--- src/rtl/dpi_feeder_pkg.sv ---
// Shared types and sizing for the DPI stream feeder and its stream table.
package dpi_feeder_pkg;

    localparam int unsigned STREAM_ID_W = 6;
    localparam int unsigned NUM_STREAMS = 64;

    typedef enum logic [2:0] {
        StIdle,
        StLookup,
        StLoad,
        StGap,
        StStream,
        StDrain,
        StEop
    } feeder_state_e;

endpackage

--- src/rtl/dpi_stream_feeder_if.sv ---
// Byte-wide packet stream with a flow key carried on the SOP beat.
interface dpi_stream_feeder_if #(
    parameter int unsigned FLOW_W = 32
);
    logic              pkt_vld;
    logic              pkt_rdy;
    logic              pkt_sop;
    logic              pkt_eop;
    logic [7:0]        pkt_data;
    logic [FLOW_W-1:0] flow_key;

    modport master (
        output pkt_vld, pkt_sop, pkt_eop, pkt_data, flow_key,
        input  pkt_rdy
    );

    modport slave (
        input  pkt_vld, pkt_sop, pkt_eop, pkt_data, flow_key,
        output pkt_rdy
    );
endinterface

--- src/rtl/dpi_stream_table.sv ---
// Flow-key to stream-ID table: parallel compare, lowest-index hit, lowest free slot,
// round-robin eviction through alloc_ptr when full.
module dpi_stream_table
    import dpi_feeder_pkg::*;
#(
    parameter int unsigned FLOW_W = 32
) (
    input  logic                   clk,
    input  logic                   rst,
    input  logic [FLOW_W-1:0]      key,
    input  logic                   lookup,
    input  logic                   flush,
    output logic [STREAM_ID_W-1:0] idx,
    output logic                   hit,
    output logic                   full
);

    logic [FLOW_W-1:0]      keys [NUM_STREAMS];
    logic [NUM_STREAMS-1:0] valid;
    logic [NUM_STREAMS-1:0] match;
    logic [STREAM_ID_W-1:0] alloc_ptr;
    logic [STREAM_ID_W-1:0] hit_idx;
    logic [STREAM_ID_W-1:0] free_idx;

    // Scan downwards so the lowest matching / free index is the one left standing.
    always_comb begin
        match    = '0;
        hit_idx  = '0;
        free_idx = '0;
        for (int i = 0; i < NUM_STREAMS; i++) begin
            match[i] = valid[i] && (keys[i] == key);
        end
        for (int i = NUM_STREAMS - 1; i >= 0; i--) begin
            if (match[i]) hit_idx = STREAM_ID_W'(i);
            if (!valid[i]) free_idx = STREAM_ID_W'(i);
        end
    end

    assign hit  = |match;
    assign full = &valid;
    assign idx  = hit ? hit_idx : (full ? alloc_ptr : free_idx);

    always_ff @(posedge clk or posedge rst) begin
        if (rst) begin
            valid     <= '0;
            alloc_ptr <= '0;
        end else if (flush) begin
            valid <= '0;
        end else if (lookup && !hit) begin
            valid[idx] <= 1'b1;
            if (full) alloc_ptr <= alloc_ptr + 1'b1;
        end
    end

    // Key storage is only meaningful under valid, so it needs no reset.
    always_ff @(posedge clk) begin
        if (lookup && !hit) keys[idx] <= key;
    end

endmodule

--- src/rtl/dpi_stream_feeder.sv ---
// Feeds a shared matcher bus: maps flow keys to stream IDs and sequences
// load_state, chars and eop. Optional counters under DPI_FEEDER_STATS_EN.
module dpi_stream_feeder
    import dpi_feeder_pkg::*;
#(
    parameter int unsigned FLOW_W    = 32,
    parameter int unsigned NUM_RULES = 16,
    parameter int unsigned LOAD_GAP  = 2,
    parameter int unsigned EOP_GAP   = 3
) (
    input  logic                   clk,
    input  logic                   rst,
    dpi_stream_feeder_if.slave     pkt,
    input  logic [NUM_RULES-1:0]   rule_en_cfg,
    input  logic                   tbl_flush,
    output logic                   load_state,
    output logic [STREAM_ID_W-1:0] stream_id,
    output logic                   new_stream_id,
    output logic [7:0]             char_in,
    output logic                   char_in_vld,
    output logic                   eop,
    output logic [NUM_RULES-1:0]   enable,
    output logic                   sop_err
`ifdef DPI_FEEDER_STATS_EN
    ,
    output logic [31:0]            stat_pkts,
    output logic [31:0]            stat_new,
    output logic [31:0]            stat_evict
`endif
);

    feeder_state_e          state_q, state_d;
    logic [31:0]            cnt_q, cnt_d;
    logic                   first_q, first_d;
    logic                   flush_pend_q;
    logic [FLOW_W-1:0]      key_q;
    logic [NUM_RULES-1:0]   en_cfg_q;
    logic [STREAM_ID_W-1:0] tbl_idx;
    logic                   tbl_hit;
    logic                   tbl_full;
    logic                   tbl_flush_apply;

    // A flush arriving mid-packet waits for the packet to end so stream_id stays valid.
    assign tbl_flush_apply = (state_q == StIdle && tbl_flush) ||
                             (state_q == StEop && (flush_pend_q || tbl_flush));

    dpi_stream_table #(
        .FLOW_W (FLOW_W)
    ) u_table (
        .clk    (clk),
        .rst    (rst),
        .key    (key_q),
        .lookup (state_q == StLookup),
        .flush  (tbl_flush_apply),
        .idx    (tbl_idx),
        .hit    (tbl_hit),
        .full   (tbl_full)
    );

    always_comb begin
        state_d     = state_q;
        cnt_d       = cnt_q;
        first_d     = first_q;
        pkt.pkt_rdy = 1'b0;
        load_state  = 1'b0;
        char_in     = '0;
        char_in_vld = 1'b0;
        eop         = 1'b0;
        sop_err     = 1'b0;
        unique case (state_q)
            StIdle: begin
                // SOP beat is held upstream and becomes the first char in StStream.
                pkt.pkt_rdy = !pkt.pkt_sop && !rst;
                if (pkt.pkt_vld && pkt.pkt_sop) state_d = StLookup;
            end
            StLookup: state_d = StLoad;
            StLoad: begin
                load_state = 1'b1;
                cnt_d      = '0;
                first_d    = 1'b1;
                state_d    = (LOAD_GAP == 0) ? StStream : StGap;
            end
            StGap: begin
                if (cnt_q + 32'd1 >= LOAD_GAP) state_d = StStream;
                else                           cnt_d   = cnt_q + 32'd1;
            end
            StStream: begin
                pkt.pkt_rdy = 1'b1;
                char_in     = pkt.pkt_data;
                char_in_vld = pkt.pkt_vld;
                sop_err     = pkt.pkt_vld && pkt.pkt_sop && !first_q;
                if (pkt.pkt_vld) begin
                    first_d = 1'b0;
                    if (pkt.pkt_eop) begin
                        cnt_d   = '0;
                        state_d = (EOP_GAP == 0) ? StEop : StDrain;
                    end
                end
            end
            StDrain: begin
                if (cnt_q + 32'd1 >= EOP_GAP) state_d = StEop;
                else                          cnt_d   = cnt_q + 32'd1;
            end
            StEop: begin
                eop     = 1'b1;
                state_d = StIdle;
            end
            default: state_d = StIdle;
        endcase
    end

    always_ff @(posedge clk or posedge rst) begin
        if (rst) begin
            state_q       <= StIdle;
            cnt_q         <= '0;
            first_q       <= 1'b0;
            flush_pend_q  <= 1'b0;
            key_q         <= '0;
            en_cfg_q      <= '0;
            stream_id     <= '0;
            new_stream_id <= 1'b0;
            enable        <= '0;
        end else begin
            state_q <= state_d;
            cnt_q   <= cnt_d;
            first_q <= first_d;
            if (state_q == StIdle && pkt.pkt_vld && pkt.pkt_sop) begin
                key_q    <= pkt.flow_key;
                en_cfg_q <= rule_en_cfg;
            end
            if (state_q == StLookup) begin
                stream_id     <= tbl_idx;
                new_stream_id <= !tbl_hit;
                enable        <= en_cfg_q;
            end
            if (state_q == StEop)                         flush_pend_q <= 1'b0;
            else if (tbl_flush && state_q != StIdle)      flush_pend_q <= 1'b1;
        end
    end

`ifdef DPI_FEEDER_STATS_EN
    always_ff @(posedge clk or posedge rst) begin
        if (rst) begin
            stat_pkts  <= '0;
            stat_new   <= '0;
            stat_evict <= '0;
        end else begin
            if (eop && stat_pkts != '1) stat_pkts <= stat_pkts + 32'd1;
            if (load_state && new_stream_id && stat_new != '1) stat_new <= stat_new + 32'd1;
            if (state_q == StLookup && !tbl_hit && tbl_full && stat_evict != '1) begin
                stat_evict <= stat_evict + 32'd1;
            end
        end
    end
`endif

endmodule

--- src/flat_wrapper.sv ---
// flat-port wrapper written by rule: the top's interface ports become plain ports
module dpi_stream_feeder_flat import dpi_feeder_pkg::*;
#(
    parameter int unsigned FLOW_W    = 32,
    parameter int unsigned NUM_RULES = 16,
    parameter int unsigned LOAD_GAP  = 2,
    parameter int unsigned EOP_GAP   = 3
)
  (clk, rst, rule_en_cfg, tbl_flush, load_state, stream_id, new_stream_id, char_in, char_in_vld, eop, enable, sop_err, pkt_pkt_vld, pkt_pkt_sop, pkt_pkt_eop, pkt_pkt_data, pkt_flow_key, pkt_pkt_rdy);
  dpi_stream_feeder_if #(.FLOW_W(FLOW_W)) pkt_i ();
  input  logic clk;
  input  logic rst;
  input  logic [NUM_RULES-1:0] rule_en_cfg;
  input  logic tbl_flush;
  output logic load_state;
  output logic [STREAM_ID_W-1:0] stream_id;
  output logic new_stream_id;
  output logic [7:0] char_in;
  output logic char_in_vld;
  output logic eop;
  output logic [NUM_RULES-1:0] enable;
  output logic sop_err;
  input wire logic [$bits(pkt_i.pkt_vld)-1:0] pkt_pkt_vld;
  input wire logic [$bits(pkt_i.pkt_sop)-1:0] pkt_pkt_sop;
  input wire logic [$bits(pkt_i.pkt_eop)-1:0] pkt_pkt_eop;
  input wire logic [$bits(pkt_i.pkt_data)-1:0] pkt_pkt_data;
  input wire logic [$bits(pkt_i.flow_key)-1:0] pkt_flow_key;
  output wire logic [$bits(pkt_i.pkt_rdy)-1:0] pkt_pkt_rdy;
  assign pkt_i.pkt_vld = pkt_pkt_vld;
  assign pkt_i.pkt_sop = pkt_pkt_sop;
  assign pkt_i.pkt_eop = pkt_pkt_eop;
  assign pkt_i.pkt_data = pkt_pkt_data;
  assign pkt_i.flow_key = pkt_flow_key;
  assign pkt_pkt_rdy = pkt_i.pkt_rdy;
  dpi_stream_feeder #(.FLOW_W(FLOW_W), .NUM_RULES(NUM_RULES), .LOAD_GAP(LOAD_GAP), .EOP_GAP(EOP_GAP)) u_core (.clk(clk), .rst(rst), .pkt(pkt_i), .rule_en_cfg(rule_en_cfg), .tbl_flush(tbl_flush), .load_state(load_state), .stream_id(stream_id), .new_stream_id(new_stream_id), .char_in(char_in), .char_in_vld(char_in_vld), .eop(eop), .enable(enable), .sop_err(sop_err));
endmodule
--- config.mk ---
export PLATFORM = sky130hd
export DESIGN_NAME = dpi_stream_feeder_flat
export DESIGN_NICKNAME = d
export VERILOG_FILES = /design/src/rtl/dpi_feeder_pkg.sv /design/src/rtl/dpi_stream_feeder_if.sv /design/src/rtl/dpi_stream_table.sv /design/src/rtl/dpi_stream_feeder.sv /design/src/flat_wrapper.sv
export SDC_FILE = /design/constraint.sdc
export NUM_CORES = 2
export LEC_CHECK = 0
export BUFFER_PORTS_ARGS = -buffer_cell sky130_fd_sc_hd__buf_2
export CAP_MARGIN = 20
export CORE_MARGIN = 2
export CORE_UTILIZATION = 35
export CTS_BUF_LIST = sky130_fd_sc_hd__clkbuf_2 sky130_fd_sc_hd__clkbuf_4 sky130_fd_sc_hd__clkbuf_8
export CTS_CLUSTER_SIZE = 10
export DETAILED_ROUTE_END_ITERATION = 16
export GPL_TIMING_DRIVEN = 0
export PLACE_DENSITY = 0.53
export SETUP_SLACK_MARGIN = 0.5
export SLEW_MARGIN = 20
export SYNTH_ARGS = -nofsm -noshare
export SYNTH_HDL_FRONTEND = slang
export SYNTH_HIERARCHICAL = 1
export SYNTH_SLANG_ARGS = --single-unit
--- constraint.sdc ---
create_clock -name clk -period 10.58 [get_ports clk]
set_clock_uncertainty 0.15 [all_clocks]
set_input_delay 2.116 -clock clk [delete_from_list [all_inputs] [get_ports clk]]
set_output_delay 2.116 -clock clk [all_outputs]
set_load 0.01 [all_outputs]
==> After elaboration in Yosys (flattened, before gate mapping) <==
Memory sizes are Yosys's and may differ from the RTL's.
Cells that the tools add are included.
W data, S select, Z words.
{ "classes": {"reduce_logical": 92, "n_lt_le_gt_ge": 4, "addsub": 2, "n_bitwise": 2, "n_mux": 157, "n_eq_ne": 77} }
{ "ops": {"columns": ["op", "count"], "rows": [
  ["$eq A32 B32 Y1", 64],
  ["$mux W6", 130],
  ["$mux W32", 4],
  ["$mux W64", 2],
  ["$pmux W32 S4", 1],
  ["$logic_and A1 B1 Y1", 74],
  ["$reduce_and A66 Y1", 1],
  ["$ge A32 B2 Y1 const B", 2],
  ["$or A64 B64 Y64", 1],
  ["$reduce_and A64 Y1", 1],
  ["$reduce_or A64 Y1", 1],
  ["$add A32 B1 Y32 const B", 1],
  ["$pmux W3 S6", 1],
  ["$mux W3", 5],
  ["$mux W1", 10],
  ["$ne A2 B2 Y1 const B", 5],
  ["$reduce_and A5 Y1", 2],
  ["$eq A3 B3 Y1 const B", 3],
  ["$mux W8", 1],
  ["$lt A6 B7 Y1 const B", 1],
  ["$add A6 B1 Y6 const B", 1],
  ["$demux W1 S6", 1],
  ["$eq A3 B2 Y1 const B", 2],
  ["$ge A6 B1 Y1 const B", 1],
  ["other kinds (11)", 19]
]} }
{ "word_totals": {"inputBits": 62, "word_cells": 346, "ff_bits": 178, "output_inout_bits": 36, "memories": 1, "ramBits": 2048} }
{ "mem_list": {"columns": ["memory", "depth", "word_bits", "rd", "rd_clocked_by_memory_dff", "write_ports", "line_no", "rtl"], "rows": [
  ["u_core.u_table.keys", 64, 32, 64, 0, 1, "dpi_stream_table.sv:18", "logic [FLOW_W-1:0] keys [NUM_STREAMS];"]
]} }

==> Logic depth before layout (Yosys ltp) <==
{ "depth": {"word_depth": 74, "mapped_depth": 20, "depth_no_buf": 13} }

==> Modules after synthesis <==
Netlist, hierarchy kept.
{ "by_module_without_submodules": {"columns": ["mod", "area_each_um2", "cells_each", "seq_area_each_um2", "n_inst"], "rows": [
  ["dpi_stream_table", 91918.2, 5810, 63250.7, 1],
  ["dpi_stream_feeder", 5014.8, 429, 2702.6, 1]
]} }

==> Worst setup path before layout <==
No wires, ideal clock.
{ "synth_timing": {"path_type": "reg2reg", "from": "register u_core.key_q[21]", "to": "memory u_core.u_table.keys[14][0] (enable)", "t_required_ns": 9.928, "synth_period_minus_slack_ns": 7.714, "arrival_ns": 7.063, "path_buffers": 3, "path_stages_with_launch": 16, "path_slack_ns": 2.866, "setup_time_ns": 0.502, "cell_sequence": "dfrtp_1 > buf_4 > buf_6 > xnor2_1 > nand4_1 > nor4_2 > nand3_2 > a221oi_1 > o21ai_1 > a31oi_1 > o221ai_1 > a311o_1 > a2111oi_4 > buf_2 > nor2_1 > nor4_1"} }
{ "synth_between": {"elab_chain_cells": 67, "word_cells_on_any_way": 198, "cone_classes": "64 x eq/ne; 67 x mux; 67 x reduce/logical"} }
{ "synth_lines": {"columns": ["item", "line_no", "rtl"], "rows": [
  ["from (decl)", "dpi_stream_feeder.sv:36", "logic [FLOW_W-1:0] key_q;"],
  ["from (signal assigned)", "dpi_stream_feeder.sv:128", "key_q <= pkt.flow_key;"],
  ["$eq A32 B32 Y1", "dpi_stream_table.sv:31", "match[i] = valid[i] && (keys[i] == key);"],
  ["$logic_and A1 B1 Y1", "dpi_stream_table.sv:31", null],
  ["$mux W6 (64 in a row)", "dpi_stream_table.sv:34", "if (match[i]) hit_idx = STREAM_ID_W'(i);"],
  ["$mux W6", "dpi_stream_table.sv:41", "assign idx = hit ? hit_idx : (full ? alloc_ptr : free_idx);"],
  ["to (decl)", "dpi_stream_table.sv:18", null]
]} }
Parallel ways exist; a longest one is shown, timed or not.

==> Worst setup path in the final report <==
{ "layout_timing": {"from": "register u_core.key_q[21]", "to": "memory u_core.u_table.keys[54][19] (enable)"} }
{ "layout_between": {"word_cells_on_any_way": 198, "cone_classes": "64 x eq/ne; 67 x mux; 67 x reduce/logical"} }
{ "layout_lines": {"columns": ["item", "line_no", "rtl"], "rows": [
  ["$eq A32 B32 Y1", "dpi_stream_table.sv:31", null],
  ["$logic_and A1 B1 Y1", "dpi_stream_table.sv:31", null],
  ["$reduce_or A64 Y1 (*)", "dpi_stream_table.sv:39", "assign hit = |match;"],
  ["net u_core.tbl_hit", "dpi_stream_feeder.sv:39", "logic tbl_hit;"],
  ["$mux W6 (*)", "dpi_stream_table.sv:41", null],
  ["net u_core.tbl_idx[0]", "dpi_stream_feeder.sv:38", "logic [STREAM_ID_W-1:0] tbl_idx;"]
]} }
The timed path passes the listed nets; every way through them passes the cells marked *.

==> summary.txt <==
Timing
  – Slew @ Worst Pin: 1.27 ns
  – Final Setup Violations: 0
  – Max Clock Freq: 0.113 GHz
  – Sum Neg Setup Slack: 0 ns
  – Unrepaired setup endpoints after global routing: false
  – Slew Limit Fails: 0
  – Worst hold slack: 0.346 ns
  – Final worst path period share: 0.838
  – Final hold viol count: 0
  – Worst setup margin: 1.71 ns
  – Post-layout min period: 8.87 ns
  – Relative max-transition margin: 0.147

Clocking
  – # clock sinks: 2226
  – Longest Clk Path Bufs: 4
  – CTS root buf: clkbuf_8
  – CTS H-Tree Depth: 5
  – Clk_lat worst skew: 1.03 ns
  – Post-CTS Setup Bufs: 0
  – Hold Buf Count CTS: 0
  – CTS resizes: 0
  – Num CTS Buffers: 378
  – Clock slew at reported path FFs: 0.06 ns
  – CTS tree: done

Min path
  – HP Class: register to register

Route
  – 1st-iter DRT viols: 8704
  – Via Count: 60400
  – Drc violations: 0
  – DR pass1 iterations: 6
  – DR vias/cell: 5.53
  – Drt wl/cell: 35.6 um
  – Final wirelength: 389000 um
  – Antenna-violating nets left: 0

Synth
  – Post-synth top cells: edfxtp_1, xnor2_1, xor2_1
  – Post-synthesis async set-or-reset flop share: 0.0800
  – Leading post-synthesis cells by cell area: edfxtp_1, xnor2_1, dfrtp_1, xor2_1, nand4_1
  – Most common cell in the synthesized netlist: edfxtp_1
  – Synth top area share: 0.634
  – Syn Area/Cell: 15.5 um2
  – Cells after synthesis: 6239
  – Synthesis warning total: 6
  – Netlist Area Pre-Place: 0.0969 mm2
  – Biggest area consumer among synthesized cells: edfxtp_1
  – Top_reg_cell synth: edfxtp_1
  – Syn_nets: 6305
  – Synth unique cells: 87
  – Flops & latches, synth: 2226
  – Seq/Total Area, Yosys: 0.680
  – Post-synth EDFFs: 2048

Critical path
  – Most used cell, CP: buf_2
  – Critical setup path kind: register to register
  – CP delay by family, top: buffers and inverters
  – Endpoint class of the critical path: register
  – CP Data Required Time: 11.14 ns
  – CP Max Fanout: 27
  – Critical path launch point type: register
  – CP Buf/Inv Count: 13
  – Critical-path top delay cell: dfrtp_4
  – Peak per-stage delay on the critical path: 0.89 ns
  – CP Cell Sequence: buf_12, buf_4, buf_6, buf_4, xnor2_1, nand4_1, nor4_1, nand4_1, nand4_1, nor4_4, nand4bb_1, buf_2, o2111ai_1, nand2_2, inv_2, buf_2, buf_2, nor4_2, buf_2, buf_2, buf_2, buf_2, buf_2
  – Crit path arrival time: 9.42 ns

Layout
  – NumNets Final: 6984
  – Fin util: 0.408
  – Fill cells: 25300
  – Share of layout cells above drive strength 1: 0.190
  – Synth-to-Final Area Change: 16.1%

Pwr
  – Worst vdd ir: 0.231 mV
  – Pwr Density: 295 mW/mm2
  – Power Total: 33.2 mW
  – Leakage power: 36.2 nW

Placed design
  – Place WS: 1.94 ns
  – Gp weighted congestion: 0.949
  – Detailed-placement wirelength estimate: 240000 um
  – Port bufs: 97

Global route
  – GRT Util Overall: 0.270
  – Initial antenna violation count: 29
  – Largest net degree at the start of global routing: 73
  – Gr ovfl total: 0
  – Vias in the first global route: 56700
  – First-pass GRT wire length: 511000 um

Run
  – Max Cap Viol: 0

Die
  – Initial Utilization: 0.351
  – Die ar.: 0.281 mm2
  – Core Region: 0.276 mm2
  – Die span in x: 530 um
  – Core Rows: 193
  – Die Span Y: 530 um
  – Number of I/O pins: 98

Outcome
  – Status: complete, no violations
## placed cells by master, fill, tap and decap left out, types with 33 or more instances in the layout
master	n
nor4_1	164
buf_4	120
nor3_1	95
inv_1	92
nand3_1	109
a21oi_1	74
mux2_2	72
clkinv_2	33
buf_16	54
buf_6	128
clkbuf_8	395
edfxtp_1	2048
clkinv_1	73
dfrtp_1	146
xnor2_1	1591
clkbuf_4	153
nand4_1	447
buf_2	195
and2_1	36
nand2_1	88
xor2_1	449
nor2_1	103
## power by group
part,switching [mW],internal [mW],leakage (nW)
clock,3.59,4.13,3.92
combinational,9.39,4.12,11.5
sequential,0.937,11.1,20.8
total,13.9,19.3,36.2
## final cells by class
class,instances,area (um2),share of cell area
flip-flops and latches,2226,66100,0.587
repair buffers,299,3200,0.0284
plain buffers,281,2610,0.0232
clock buffers,548,6590,0.0585
inverters,124,473,0.00420
diodes,12,30.0,0.000267
multi-input cells,3608,28100,0.250
well taps,3705,4640,0.0412
clock inverters,125,752,0.00668
## sequential cells by signal, summed over array words and instances (netlist names), 3 cells and up
name                      cells
u_core/enable                16
u_core/u_table/alloc_ptr      6
u_core/state_q                3
u_core/cnt_q                 32
u_core/en_cfg_q              16
u_core/key_q                 32
u_core/stream_id              6
u_core/u_table/keys        2048
u_core/u_table/valid         64
## kinds of logic (layout without fill, tap and decap cells)
group	Yosys count	in the layout	synth area share
adders and majority gates	4	4	0.000516
xor gates and xnor gates	2040	2040	0.184
muxes	77	77	0.00888
AOI/OAI and AO/OA	276	276	0.0209
buffers and inverters	405	1377	0.0317
other	0	12	0
and+or+nand+nor	1211	1211	0.0733
DFF	2226	2226	0.680
## layer usage
metal / wire, um / track usage / vias to the layer above
li1: - / - / 24400
met1: 159000 / 0.369 / 32000
met2: 179000 / 0.429 / 3375
met3: 33100 / 0.0452 / 718
met4: 17700 / 0.108 / 2
met5: 13 / 0 / -
## final timing paths
path	from	end	slack [ns]	cells past startpoint
min in group asynchronous	rst	u_core/enable[3]$_DFFE_PP0P_	1.01	2
max	u_core/key_q[21]$_DFFE_PP0P_	u_core/u_table/keys[54][19]$_DFFE_PP_	1.71	23
max reg2reg	u_core/key_q[21]$_DFFE_PP0P_	u_core/u_table/keys[54][19]$_DFFE_PP_	1.71	23
min	u_core/en_cfg_q[15]$_DFFE_PP0P_	u_core/enable[15]$_DFFE_PP0P_	0.35	1
min reg2reg	u_core/en_cfg_q[15]$_DFFE_PP0P_	u_core/enable[15]$_DFFE_PP0P_	0.35	1
max in group asynchronous	rst	u_core/key_q[15]$_DFFE_PP0P_	8.51	3
## through the flow
| step | instance area, um2 | cells |
|---|---|---|
| final | 112000 | 10900 |
| after global routing | 112000 | 10900 |
| after CTS | 112000 | 10900 |
| after detailed placement | 105000 | 10200 |
| after global placement | 102000 | 10000 |
| after floorplan | 96900 | 6239 |
Note: power is estimated with default switching activity, not from simulation.
